`src/rtl/mult_arbiter.sv`:
```
// mult_arbiter: round-robin front end that time-shares one 8-bit signed shift-add
// multiplier between NREQ requesters (load B, run with A, capture, rest).
module mult_arbiter #(
   parameter int NREQ        = 2,
   parameter int RUN_CYCLES  = 20,
   parameter int REST_CYCLES = 2
) (
   input  logic              Clk,
   input  logic              Reset,
   input  logic [NREQ-1:0]   req_valid,
   input  logic [NREQ*8-1:0] req_a,
   input  logic [NREQ*8-1:0] req_b,
   output logic [NREQ-1:0]   rsp_valid,
   output logic [15:0]       product,
   output logic              busy,
   output logic [7:0]        mult_S,
   output logic              mult_ClearA_LoadB,
   output logic              mult_Run,
   input  logic [7:0]        mult_Aval,
   input  logic [7:0]        mult_Bval
);
   localparam int IW = (NREQ > 1) ? $clog2(NREQ) : 1;
   localparam int CW = $clog2(RUN_CYCLES + REST_CYCLES + 1);

   localparam logic [2:0] S_IDLE    = 3'd0;
   localparam logic [2:0] S_LOAD    = 3'd1;
   localparam logic [2:0] S_SETTLE  = 3'd2;
   localparam logic [2:0] S_RUN     = 3'd3;
   localparam logic [2:0] S_CAPTURE = 3'd4;
   localparam logic [2:0] S_RELEASE = 3'd5;

   localparam logic [CW-1:0] C_ZERO      = {CW{1'b0}};
   localparam logic [CW-1:0] C_ONE       = {{(CW-1){1'b0}}, 1'b1};
   localparam logic [CW-1:0] C_RUN_LOAD  = CW'(RUN_CYCLES - 1);
   localparam logic [CW-1:0] C_REST_LOAD = CW'(REST_CYCLES - 1);

   logic [2:0]      r_state;
   logic [IW-1:0]   r_gnt;
   logic [IW-1:0]   r_rr_ptr;
   logic [CW-1:0]   r_cnt;

   logic            w_any_req;
   logic [IW-1:0]   w_pick;
   logic [IW-1:0]   w_next_ptr;
   logic [7:0]      w_pick_b;
   logic [7:0]      w_op_a;
   logic [NREQ-1:0] w_gnt_onehot;

   // First pending requester at or above ptr, wrapping; the descending scan lets
   // the smallest offset from ptr win.
   function automatic logic [IW-1:0] rr_pick(input logic [NREQ-1:0] v,
                                             input logic [IW-1:0]   ptr);
      logic [IW-1:0] idx;
      logic [IW-1:0] sel;
      sel = ptr;
      for (int i = NREQ - 1; i >= 0; i--) begin
         idx = IW'((int'(ptr) + i) % NREQ);
         if (v[idx]) begin
            sel = idx;
         end else begin
            sel = sel;
         end
      end
      return sel;
   endfunction

   // Arbitration pick and operand muxes; operands are read live, never copied.
   always_comb begin
      w_any_req    = |req_valid;
      w_pick       = rr_pick(req_valid, r_rr_ptr);
      w_next_ptr   = IW'((int'(r_gnt) + 1) % NREQ);
      w_pick_b     = 8'h00;
      w_op_a       = 8'h00;
      w_gnt_onehot = {NREQ{1'b0}};
      for (int i = 0; i < NREQ; i++) begin
         w_pick_b        = w_pick_b | (req_b[i*8 +: 8] & {8{w_pick == IW'(i)}});
         w_op_a          = w_op_a   | (req_a[i*8 +: 8] & {8{r_gnt  == IW'(i)}});
         w_gnt_onehot[i] = (r_gnt == IW'(i));
      end
   end

   // Sequencer; every output is a register loaded with the value for the next state.
   always_ff @(posedge Clk or posedge Reset) begin
      if (Reset) begin
         r_state           <= S_IDLE;
         r_gnt             <= {IW{1'b0}};
         r_rr_ptr          <= {IW{1'b0}};
         r_cnt             <= C_ZERO;
         rsp_valid         <= {NREQ{1'b0}};
         product           <= 16'h0000;
         busy              <= 1'b0;
         mult_S            <= 8'h00;
         mult_ClearA_LoadB <= 1'b0;
         mult_Run          <= 1'b0;
      end else begin
         case (r_state)
            S_IDLE: begin
               rsp_valid <= {NREQ{1'b0}};
               mult_Run  <= 1'b0;
               if (w_any_req) begin
                  r_gnt             <= w_pick;
                  mult_S            <= w_pick_b;
                  mult_ClearA_LoadB <= 1'b1;
                  busy              <= 1'b1;
                  r_state           <= S_LOAD;
               end else begin
                  mult_S            <= 8'h00;
                  mult_ClearA_LoadB <= 1'b0;
                  busy              <= 1'b0;
                  r_state           <= S_IDLE;
               end
            end
            S_LOAD: begin
               mult_S            <= w_op_a;
               mult_ClearA_LoadB <= 1'b0;
               r_state           <= S_SETTLE;
            end
            S_SETTLE: begin
               mult_S   <= w_op_a;
               mult_Run <= 1'b1;
               r_cnt    <= C_RUN_LOAD;
               r_state  <= S_RUN;
            end
            S_RUN: begin
               mult_S <= w_op_a;
               if (r_cnt == C_ZERO) begin
                  r_state <= S_CAPTURE;
               end else begin
                  r_cnt <= r_cnt - C_ONE;
               end
            end
            S_CAPTURE: begin
               product   <= {mult_Aval, mult_Bval};
               rsp_valid <= w_gnt_onehot;
               r_rr_ptr  <= w_next_ptr;
               mult_Run  <= 1'b0;
               mult_S    <= 8'h00;
               r_cnt     <= C_REST_LOAD;
               r_state   <= S_RELEASE;
            end
            S_RELEASE: begin
               rsp_valid <= {NREQ{1'b0}};
               if (r_cnt == C_ZERO) begin
                  busy    <= 1'b0;
                  r_state <= S_IDLE;
               end else begin
                  r_cnt <= r_cnt - C_ONE;
               end
            end
            default: begin
               r_state           <= S_IDLE;
               rsp_valid         <= {NREQ{1'b0}};
               busy              <= 1'b0;
               mult_S            <= 8'h00;
               mult_ClearA_LoadB <= 1'b0;
               mult_Run          <= 1'b0;
            end
         endcase
      end
   end

   mult_arbiter_checker #(.NREQ(NREQ)) u_checker (
      .Clk               (Clk),
      .Reset             (Reset),
      .rsp_valid         (rsp_valid),
      .mult_S            (mult_S),
      .mult_ClearA_LoadB (mult_ClearA_LoadB),
      .mult_Run          (mult_Run)
   );
endmodule

// Protocol properties of the multiplier-side and response interfaces.
module mult_arbiter_checker #(
   parameter int NREQ = 2
) (
   input logic            Clk,
   input logic            Reset,
   input logic [NREQ-1:0] rsp_valid,
   input logic [7:0]      mult_S,
   input logic            mult_ClearA_LoadB,
   input logic            mult_Run
);
   a_load_run_excl: assert property (@(posedge Clk) disable iff (Reset)
      !(mult_ClearA_LoadB && mult_Run));

   a_rsp_onehot: assert property (@(posedge Clk) disable iff (Reset)
      $onehot0(rsp_valid));

   a_rsp_pulse: assert property (@(posedge Clk) disable iff (Reset)
      (|rsp_valid) |=> (rsp_valid == {NREQ{1'b0}}));

   a_s_stable_run: assert property (@(posedge Clk) disable iff (Reset)
      mult_Run |=> (!mult_Run || $stable(mult_S)));
endmodule
```
`config.mk`:
```
export PLATFORM = sky130hd
export DESIGN_NAME = mult_arbiter
export DESIGN_NICKNAME = d
export VERILOG_FILES = /design/src/rtl/mult_arbiter.sv
export SDC_FILE = /design/constraint.sdc
export NUM_CORES = 1
export LEC_CHECK = 0
export ABC_AREA = 0
export CAP_MARGIN = 25
export CORE_MARGIN = 2
export CORE_UTILIZATION = 42
export DETAILED_ROUTE_END_ITERATION = 12
export PLACE_DENSITY_LB_ADDON = 0.1
export SYNTH_ARGS = -nofsm -noshare
export SYNTH_HDL_FRONTEND = slang
export SYNTH_SLANG_ARGS = --single-unit
```
`constraint.sdc`:
```
create_clock -name Clk -period 2.3 [get_ports Clk]
set_clock_uncertainty 0.15 [all_clocks]
set_input_delay 0.46 -clock Clk [delete_from_list [all_inputs] [get_ports Clk]]
set_output_delay 0.46 -clock Clk [all_outputs]
set_load 0.1 [all_outputs]
```
* Word level (Yosys, flattened, before mapping) *
Index checks and enable logic that the tools add are counted.

word-level totals
  output and inout bits = 29
  logic and storage cells = 65
  input bits = 52
  flip-flop bits (word level) = 39

operators by class
  add/sub/neg operators = 3
  reduce and logical (&&, ||, !) cells = 13
  bitwise logic cells = 9
  muxes and demuxes = 20
  magnitude comparators = 2
  eq/ne operators = 8

operators by type and width
  kind                                                                          count
  8-bit AND                                                                     4
  8-bit case mux with 3 select lines                                            1
  3-bit case mux with 6 select lines                                            1
  8-bit OR                                                                      2
  5-bit case mux with 3 select lines                                            1
  1-bit two-way mux                                                             9
  8-bit two-way mux                                                             1
  2-bit AND reduction                                                           4
  4-bit OR reduction                                                            2
  3-bit by 2-bit == test with 1-bit output, second input constant               2
  3-bit == test, second input constant                                          2
  3-bit two-way mux                                                             2
  2-bit != test, second input constant                                          3
  3-bit OR reduction                                                            2
  5-bit logical NOT                                                             1
  5-bit two-way mux                                                             1
  5-bit by 1-bit subtractor with 5-bit output, second input constant            1
  1-bit by 2-bit less-than comparator with 1-bit output, second input constant  2
  1-bit case mux with 2 select lines                                            2
  2-bit case mux with 2 select lines                                            1
  2-bit OR reduction                                                            2
  3-bit by 1-bit == test with 1-bit output, second input constant               1
  3-bit logical NOT                                                             1
  1-bit NOT                                                                     3
  3 further kinds                                                               4

* Depth between registers and ports, before layout *
Gate-level depths: netlist of run 1.

  depth after elaboration = 10
  depth in mapped cells = 7
  mapped depth without buffers = 6

* Worst setup path before layout of run 1 *
No wires, ideal clock.

  path kind = register to register
  start point = register r_cnt[0]
  end point = register r_state[1]
  setup slack = 704 ps
  cell stages (with the launch flop) = 8
  clock period less this slack = 1,596 ps
  path buffers = 1
  required time = 2,031 ps
  setup time = 119 ps
  arrival time = 1,327 ps
  cells stage by stage = dfrtp_1 inv_1 ha_1 nor4b_4 and2_1 buf_6 nand2_2 and2_1

between the ends
  longest elaborated chain between the ends = 3
  elaborated cells on any way between the ends = 4
  those cells by class = 2 x eq/ne; 2 x reduce/logical

RTL lines
  what                                    RTL line  text
  start: declaration                      40        logic [CW-1:0] r_cnt;
  start signal: assignment                129       r_cnt <= r_cnt - C_ONE;
  start signal: assignment                147       r_cnt <= r_cnt - C_ONE;
  5-bit logical NOT *                     126, 143
  2-bit != test (no source line)          -
  2-bit AND reduction (no source line) *  -
  end signal: assignment                  127       r_state <= S_CAPTURE;
  end signal: assignment                  145       r_state <= S_IDLE;
  end signal: assignment                  151       r_state <= S_IDLE;
  end: declaration                        37        logic [2:0] r_state;

Mark *: on every way between the ends. The rest lies on a longest branch, timed or not.
A chain may end at the register's enable or synchronous reset.

* Worst setup path after layout of run 1 *
  start point = register r_state[1]
  end point = register product[10]

between the ends
  longest elaborated chain between the ends = 1

RTL lines
  what                      RTL line  text
  start signal: assignment  85        r_state <= S_IDLE;
  start signal: assignment  105       r_state <= S_LOAD;
  start signal: assignment  110       r_state <= S_IDLE;
  3-bit == test             96        case (r_state)
  end signal: assignment    133       product <= {mult_Aval, mult_Bval};
  end: declaration          14        output logic [15:0] product,

No other way between the ends.

==> impl_metrics.py, run 1 <==
metrics = {
    "floorplan": {
        "io_pins": 81,
        "core_area_um2": 4384,
        "die_area_um2": 5171,
        "std_cell_rows": 24,
        "die_width_um": 71.91,
        "die_h_um": 71.91,
        "start_util_pct": 44.18,
    },
    "timing": {
        "period_share_pct": 82.89,
        "final.min_clock_period_ps": 1907,
        "tightest_slew_ps": 591.3,
        "hold_ws_ps": 364.4,
        "setup_viol": 0,
        "rsz0062_at_grt": "false",
        "timing.final.ws_setup_ps": 393.5,
        "fmax_mhz": 524.5,
        "slew_violations": 0,
        "hold_viol": 0,
        "max_slew_margin_pct": 60.30,
        "fin_tns_setup_ps": 0,
    },
    "finish": {
        "diodes": 0,
        "multiInputGateArea_um2": 847.1,
        "postLayoutCoreUtil_pct": 62.56,
        "seq_area_um2": 975.9,
        "nets": 294,
        "area_growth_pct": 41.60,
        "drive_gt1_share_pct": 29.46,
        "fillers": 353,
    },
    "route": {
        "drt_wl_total_mm": 4.698,
        "avgViaCountPerCell": 5.294,
        "drcViolationCount": 0,
        "wl_per_cell_um": 16.03,
        "drt_iter0_drc": 132,
        "postRouteAntennaNets": 0,
        "vias": 1551,
        "drt-pass1-iter-count": 4,
    },
    "logic_synthesis": {
        "dominantRegCellSynth": "dfrtp_1",
        "syn_area_um2": 1937,
        "ys_seq_area_share_pct": 50.39,
        "synth_edf_count": 0,
        "ys_ff_latch": 39,
        "synth_cells": 161,
        "avgSynthCellArea_um2": 12.03,
        "synth_nets": 215,
        "async_flop_share_pct": 100.0,
        "yosysUniqueCellTypes": 37,
        "yosysWarnings": 0,
    },
    "power": {
        "p_int_mw": 1.646,
        "power_density_nw_per_um2": 1243,
        "pwr-share-clk_pct": 13.8,
        "swShare_pct": 51.70,
        "p_leak_nw": 1.226,
        "p_switching_mw": 1.762,
        "seq_power_share_pct": 32.5,
        "vdd_drop_max_mv": 0.5889,
        "power_frac_comb_pct": 53.7,
    },
    "min_path": {
        "worstHoldPathType": "flop to flop",
        "hold_path_depth": 1,
        "worstHoldStart": "product[1]$_DFFE_PP0N_",
    },
    "setup_path": {
        "crit_arrival_ps": 1940,
        "crit_path_end_kind": "flop",
        "startpoint_type": "flop",
        "required_ps": 2330,
        "cp_max_fo": 19,
        "reg2regPathDepth": 3,
        "reg2reg_from": "r_state[1]$_DFFE_PP0P_",
        "startpoint": "r_state[1]$_DFFE_PP0P_",
        "path_class": "flop to flop",
    },
    "cts": {
        "clk_latency_ps": 300,
        "cts_sinks": 39,
        "path_clk_slew_ps": 80,
        "h-tree-depth": 2,
        "numCtsBuffers": 5,
        "hold_buffers": 0,
        "cts_tree": "yes",
        "cts.path.max_buffers": 2,
        "cts_root_buf": "clkbuf_8",
        "post_cts_buffers": 0,
        "cts_resized": 0,
    },
    "placement": {
        "routabilityCongestion": 0.8231,
        "hpwl_mm": 3.414,
        "port_buffers": 80,
        "place_ws_ps": 113.9,
    },
    "global_route": {
        "grt_pass1_wl_mm": 7.521,
        "grt_max_degree": 40,
        "grt_pass1_vias": 1558,
        "antenna_found_initial": 0,
        "overflow": 0,
        "grt_usage_pct": 18.91,
    },
    "run_status": {
        "status": "finished clean",
    },
    "flow_run": {
        "cap_violations": 0,
    },
}
## synthesized netlist by cell type (all sizes together), types with 2 or more instances
library cell  instances  area share [%]
buf                   9             4.5
mux2                 25              15
nand4b                2            0.90
o31ai                 3             1.2
nor2                 10             3.3
dfrtp                39              50
nand2                 6             1.3
a22oi                 8             3.1
inv                   6             1.2
nor3                  5             1.6
o21ai                15             4.1
nand2b                2            0.65
a21oi                 5             1.3
ha                    2             1.3
o211ai                2            0.77
mux2i                 8             4.1
and2                  3            0.97
## cell usage in the layout (no fill, tap or decap), types with 6 or more instances in the layout
master           count
clkdlybuf4s50_1     51
mux2i_1              8
buf_4               31
mux2_2              25
a22oi_1              8
nor2_1               7
o21ai_0             11
inv_1                6
dfrtp_1             39
## power by group through the flow
stage / clock network (mW) / registers (mW) / logic [mW]
final: 0.470 / 1.11 / 1.83
after global placement: 0 / 1.11 / 1.81
after CTS: 0.481 / 1.11 / 1.84
after global routing: 0.519 / 1.14 / 1.93
after floorplan: 0 / 1.90 / 0.648
after detailed placement: 0 / 1.12 / 1.83
## state kept, by name (all words and copies together), names as in the netlist
| signal | cells |
|---|---|
| product | 16 |
| r_state | 3 |
| rsp_valid | 2 |
| r_gnt | 1 |
| mult_Run | 1 |
| r_rr_ptr | 1 |
| busy | 1 |
| r_cnt | 5 |
| mult_S | 8 |
| mult_ClearA_LoadB | 1 |
## layer usage
metal  part of all wire, %  track usage [%]  vias up  wire length [µm]
met5                     0                0        -                 0
met2                    48            30.45       63              2256
met1                    43            24.61      745              2032
met4                   1.3            6.499        0                62
met3                   7.4            5.417        6               347
li1                      -                -      737                 -
## critical path, cell delays in order, from the launching register on
cell and delay [ps]:
dfrtp_1 500, nand2b_1 400, nor2_8 360, mux2_2 380
## logic make-up after synthesis
kind of cell | after synthesis | share of synthesized area (%)
DFF | 39 | 50.39
muxes | 33 | 18.67
xor gates and xnor gates | 1 | 0.4523
adders and majority gates | 3 | 1.809
and+or+nand+nor | 31 | 10.47
AOI/OAI and AO/OA | 38 | 12.34
buffers and inverters | 16 | 5.878
## worst paths after layout
kind	to	slack, ps
max	product[10]$_DFFE_PP0N_	390
min	product[1]$_DFFE_PP0N_	360
max reg2reg	product[10]$_DFFE_PP0N_	390
min reg2reg	product[1]$_DFFE_PP0N_	360
max in group asynchronous	mult_Run$_DFFE_PP0N_	1220
min in group asynchronous	mult_S[0]$_DFFE_PP0P_	440
## layout make-up
cell class                 count  area share [%]
multi-input combinational    106           30.89
timing repair buffer          82           27.10
inverter                       6          0.8212
clock inverter                 3          0.7299
sequential                    39           35.58
clock buffer                   5           2.509
tap                           52           2.372
## per-stage QoR
step           cell area, µm²  std cells  power [mW]
2_1_floorplan            1937        161       2.550
3_3_place_gp             2654        285       2.917
3_5_place_dp             2654        285       2.952
4_1_cts                  2743        293       3.427
5_1_grt                  2743        293       3.591
6_report                 2743        293       3.408
Note: power is estimated with default switching activity, not from simulation.
==> inputs of run 2 (changes only) <==
- clock period: 2.3 -> 1.8 ns (I/O delays scaled with it)
==> impl_metrics.py, run 2 (synthesized netlist as in run 1, its figures left out) <==
metrics = {
    "run_status": {
        "status": "finished clean",
    },
    "power": {
        "power_mw": 4.959,
        "vdd_drop_max_mv": 0.8637,
        "p_leak_nw": 1.419,
        "power_density_nw_per_um2": 1540,
    },
    "cts": {
        "numCtsBuffers": 5,
        "h-tree-depth": 2,
        "cts.path.max_buffers": 2,
        "cts_sinks": 39,
        "hold_buffers": 0,
        "cts_tree": "yes",
        "path_clk_slew_ps": 90,
        "clk_latency_ps": 300,
        "cts_root_buf": "clkbuf_8",
    },
    "timing": {
        "fmax_mhz": 601.3,
        "hold_viol": 0,
        "setup_viol": 0,
        "max_slew_margin_pct": 67.17,
        "rsz0062_at_grt": "false",
        "final.min_clock_period_ps": 1663,
        "slew_violations": 0,
        "hold_ws_ps": 228.7,
        "period_share_pct": 92.39,
        "tightest_slew_ps": 489.0,
    },
    "global_route": {
        "grt_pass1_wl_mm": 8.280,
        "antenna_found_initial": 0,
        "grt_usage_pct": 21.11,
        "grt_pass1_vias": 1686,
        "grt_max_degree": 24,
        "overflow": 0,
    },
    "floorplan": {
        "std_cell_rows": 24,
        "die_width_um": 71.91,
        "start_util_pct": 44.18,
        "die_area_um2": 5171,
        "die_h_um": 71.91,
        "core_area_um2": 4384,
        "io_pins": 81,
    },
    "flow_run": {
        "cap_violations": 0,
    },
    "route": {
        "postRouteAntennaNets": 0,
        "vias": 1597,
        "drt-pass1-iter-count": 4,
        "drt_iter0_drc": 139,
        "drt_wl_total_mm": 5.141,
        "drcViolationCount": 0,
        "avgViaCountPerCell": 5.219,
        "wl_per_cell_um": 16.80,
    },
    "finish": {
        "multiInputGateArea_um2": 848.3,
        "reg_top3": "product: 16 flops, mult_S: 8 flops, r_cnt: 5 flops",
        "seq_area_um2": 975.9,
        "largest-register": "product",
        "diodes": 0,
        "largest_reg_flops": 16,
        "fin_cells": 306,
        "final_common_cell": "clkdlybuf4s50_1",
        "final_cell_mix": "51 x clkdlybuf4s50_1, 39 x dfrtp_1, 30 x buf_12",
        "fillers": 316,
        "nets": 307,
        "area_growth_pct": 66.28,
        "drive_gt1_share_pct": 33.46,
    },
    "setup_path": {
        "required_ps": 1840,
        "reg2reg_from": "r_cnt[1]$_DFFE_PP0P_",
        "startpoint_type": "flop",
        "startpoint": "r_cnt[1]$_DFFE_PP0P_",
        "crit_arrival_ps": 1700,
        "crit_path_end_kind": "flop",
        "cp_max_fo": 5,
        "path_class": "flop to flop",
    },
    "placement": {
        "routabilityCongestion": 0.8457,
        "dp.cells": 298,
        "hpwl_mm": 3.871,
        "port_buffers": 80,
    },
    "min_path": {
        "worstHoldPathType": "input port to async pin",
    },
}
[run 2: metal layers]
layer | vias up | track usage, % | share of wire [%]
met5 | - | 0 | 0
met4 | 0 | 7.547 | 1.6
met3 | 8 | 6.667 | 7.3
met2 | 63 | 35.91 | 51
met1 | 764 | 25.27 | 40
li1 | 762 | - | -
[run 2: repair_timing]
action                     in CTS  in global routing
gates resized for setup         0                  1
buffers inserted                0                  0
setup endpoints to repair       0                  1
[run 2: where the power goes]
group | total, mW | internal (mW) | switching, mW
registers | 1.46 | 1.13 | 0.333
logic | 2.88 | 1.18 | 1.70
clock network | 0.616 | 0.277 | 0.339
total | 4.96 | 2.58 | 2.38
[run 2: cell type report]
type | instances | area share (%)
Clock buffer | 5 | 2.137
Multi-Input combinational cell | 106 | 26.34
Inverter | 6 | 0.6993
Tap cell | 52 | 2.020
Clock inverter | 3 | 0.7382
Timing Repair Buffer | 95 | 37.76
Sequential cell | 39 | 30.30
[run 2: path summary, 6_finish.rpt]
check | to | slack, ps | depth (start not counted)
min in group Clk | r_cnt[0]$_DFFE_PP0P_ | 380 | 1
setup / recovery | busy$_DFFE_PP0P_ | 140 | 7
setup reg to reg | busy$_DFFE_PP0P_ | 140 | 7
max in group asynchronous | r_rr_ptr$_DFFE_PP0N_ | 990 | 3
hold / removal | product[10]$_DFFE_PP0N_ | 230 | 3
hold reg to reg | r_cnt[0]$_DFFE_PP0P_ | 380 | 1
[run 2: critical path, cell delays in order, from the launching register on]
cell and delay [ps]:
dfrtp_1 410, inv_1 110, ha_1 170, nor4b_4 200, buf_4 180, a21oi_1 60
o21ai_0 170, nand2_1 80
[run 2: through the flow]
step	worst slack (ps)	instance area, µm²	setup TNS [ps]	utilization [%]
finish	136.9	3221	0	73.46
global route	49.88	3221	0	73.46
CTS	115.8	3219	0	73.43
detailed placement	-156.7	3127	-1212	71.32
global placement	-125.6	3127	-792.0	71.32
floorplan	204.0	1937	0	-
==> inputs of run 3 (changes only) <==
- GPL_ROUTABILITY_DRIVEN: default -> 0
- SYNTH_HIERARCHICAL: default -> 1
==> impl_metrics.py, run 3 <==
metrics = {
    "run_status": {
        "status": "finished clean",
    },
    "placement": {
        "place_ws_ps": -165.9,
        "hpwl_mm": 3.814,
        "dp.cells": 296,
        "place_area_um2": 3099,
        "port_buffers": 80,
    },
    "cts": {
        "cts_sinks": 39,
        "cts.path.max_buffers": 2,
        "cts_resized": 0,
        "numCtsBuffers": 5,
        "hold_buffers": 0,
        "clk_latency_ps": 290,
        "cts_tree": "yes",
        "h-tree-depth": 2,
        "path_clk_slew_ps": 80,
        "post_cts_buffers": 0,
        "cts_root_buf": "clkbuf_8",
    },
    "timing": {
        "timing.final.ws_setup_ps": 138.5,
        "setup_viol": 0,
        "final.min_clock_period_ps": 1661,
        "fmax_mhz": 601.9,
        "period_share_pct": 92.30,
        "rsz0062_at_grt": "false",
        "max_slew_margin_pct": 66.49,
        "tightest_slew_ps": 499.1,
        "slew_violations": 0,
        "hold_viol": 0,
    },
    "floorplan": {
        "die_area_um2": 5171,
        "core_area_um2": 4384,
        "die_h_um": 71.91,
        "io_pins": 81,
        "start_util_pct": 44.18,
        "die_width_um": 71.91,
        "std_cell_rows": 24,
    },
    "logic_synthesis": {
        "synth_nets": 215,
        "yosysWarnings": 6,
        "yosysUniqueCellTypes": 37,
        "yosysTopAreaCell": "dfrtp_1",
        "synth_edf_count": 0,
        "syn_area_um2": 1937,
        "async_flop_share_pct": 100.0,
        "yosys-top-cells-area": "dfrtp_1 50%, mux2_2 15%, mux2i_1 4.1%, buf_6 3.5%, a22oi_1 3.1%",
        "avgSynthCellArea_um2": 12.03,
        "yosysMostFrequentCell": "dfrtp_1",
        "ys_seq_area_share_pct": 50.39,
        "synth_top_area_share_pct": 50.39,
        "ys_ff_latch": 39,
        "netlist_top_cells_count": "39 x dfrtp_1, 25 x mux2_2, 11 x o21ai_0",
        "synth_cells": 161,
        "dominantRegCellSynth": "dfrtp_1",
    },
    "finish": {
        "seq_area_um2": 977.2,
        "fin_area_um2": 3219,
        "fillers": 316,
        "multiInputGateArea_um2": 848.3,
        "area_growth_pct": 66.21,
        "diodes": 0,
        "final_cell_mix": "51 x clkdlybuf4s50_1, 38 x dfrtp_1, 29 x buf_12",
        "largest_reg_flops": 16,
        "fin_cells": 304,
        "final_common_cell": "clkdlybuf4s50_1",
        "largest-register": "product",
        "reg_top3": "product: 16 flops, mult_S: 8 flops, r_cnt: 5 flops",
        "nets": 305,
        "drive_gt1_share_pct": 33.33,
    },
    "power": {
        "power_mw": 5.084,
        "power_density_nw_per_um2": 1579,
        "vdd_drop_max_mv": 0.7407,
        "p_leak_nw": 1.424,
    },
    "setup_path": {
        "reg2reg_from": "r_state[2]$_DFFE_PP0P_",
        "crit_path_end_kind": "flop",
        "reg2regPathDepth": 5,
        "path_class": "input port to flop",
        "crit_arrival_ps": 1690,
        "regToRegSetupSlack_ps": 170,
        "r2r-end": "r_cnt[4]$_DFFE_PP0P_",
        "startpoint_type": "input port",
        "path_cells": "clkdlybuf4s50_1 > inv_1 > maj3_1 > buf_4 > mux2_2",
        "cp_max_fo": 9,
        "max_stage_delay_ps": 500,
        "required_ps": 1830,
        "slowest_stage": "clkdlybuf4s50_1",
    },
    "flow_run": {
        "cap_violations": 0,
    },
    "route": {
        "drt-pass1-iter-count": 4,
        "drcViolationCount": 0,
        "avgViaCountPerCell": 5.322,
        "vias": 1618,
        "postRouteAntennaNets": 0,
        "drt_wl_total_mm": 5.109,
        "drt_iter0_drc": 104,
        "wl_per_cell_um": 16.81,
    },
    "min_path": {
        "worstHoldPathType": "input port to async pin",
    },
    "global_route": {
        "grt_pass1_vias": 1692,
        "grt_max_degree": 24,
        "antenna_found_initial": 0,
        "grt_pass1_wl_mm": 8.321,
        "grt_usage_pct": 21.29,
        "overflow": 0,
    },
}
## run 3: area by class of cell
| type | instances | area share, % |
|---|---|---|
| Clock inverter | 2 | 1.088 |
| Multi-Input combinational cell | 106 | 26.35 |
| Tap cell | 52 | 2.021 |
| Timing Repair Buffer | 93 | 36.92 |
| Clock buffer | 6 | 2.565 |
| Sequential cell | 39 | 30.35 |
| Inverter | 6 | 0.6996 |
## run 3: layer usage
| metal | up-vias | global-route usage, % | share of wire, % |
|---|---|---|---|
| met5 | - | 0 | 0 |
| met4 | 0 | 7.128 | 1.7 |
| met3 | 8 | 8.056 | 8.4 |
| met2 | 68 | 35.60 | 50 |
| met1 | 789 | 25.34 | 39 |
| li1 | 753 | - | - |
## run 3: critical path, delay by kind of cell
kind / cells / cell delay (ps)
fa+ha+maj: 1 / 320
buf+inv: 3 / 750
mux: 1 / 260
## run 3: how the worst max path moves through the flow
| stage | start | end | cells past startpoint |
|---|---|---|---|
| 3_3_place_gp | req_valid[0] | r_gnt$_DFFE_PP0P_ | 5 |
| 5_1_grt | r_cnt[1]$_DFFE_PP0P_ | busy$_DFFE_PP0P_ | 7 |
| 3_5_place_dp | req_valid[0] | r_gnt$_DFFE_PP0P_ | 5 |
| 6_report | req_valid[0] | r_gnt$_DFFE_PP0P_ | 5 |
| 4_1_cts | r_state[2]$_DFFE_PP0P_ | r_cnt[4]$_DFFE_PP0P_ | 5 |
| 2_1_floorplan | r_cnt[0]$_DFFE_PP0P_ | r_state[1]$_DFFE_PP0P_ | 7 |
## run 3: stage by stage
step | hold WS (ps) | TNS (ps) | utilization (%)
after floorplan | 327.6 | 0 | -
after global placement | 349.2 | -787.1 | 70.69
after detailed placement | 375.0 | -1281 | 70.69
after CTS | 275.1 | 0 | 73.37
after global routing | 295.3 | 0 | 73.43
final | 274.4 | 0 | 73.43
## run 3: cell families (layout without fill, tap and decap cells)
kind of cell	Yosys count	after routing	share of synthesized area [%]
buffers and inverters	16	107	5.878
XOR/XNOR	1	1	0.4523
flip-flops	39	39	50.39
adder cells (fa/ha/maj)	3	3	1.809
AND/OR/NAND/NOR	31	31	10.47
multiplexers	33	33	18.67
AO/OA/AOI/OAI	38	38	12.34
## run 3: where the power goes
group	switching, mW	internal, mW
Sequential	0.340	1.13
Combinational	1.69	1.17
Clock	0.310	0.449
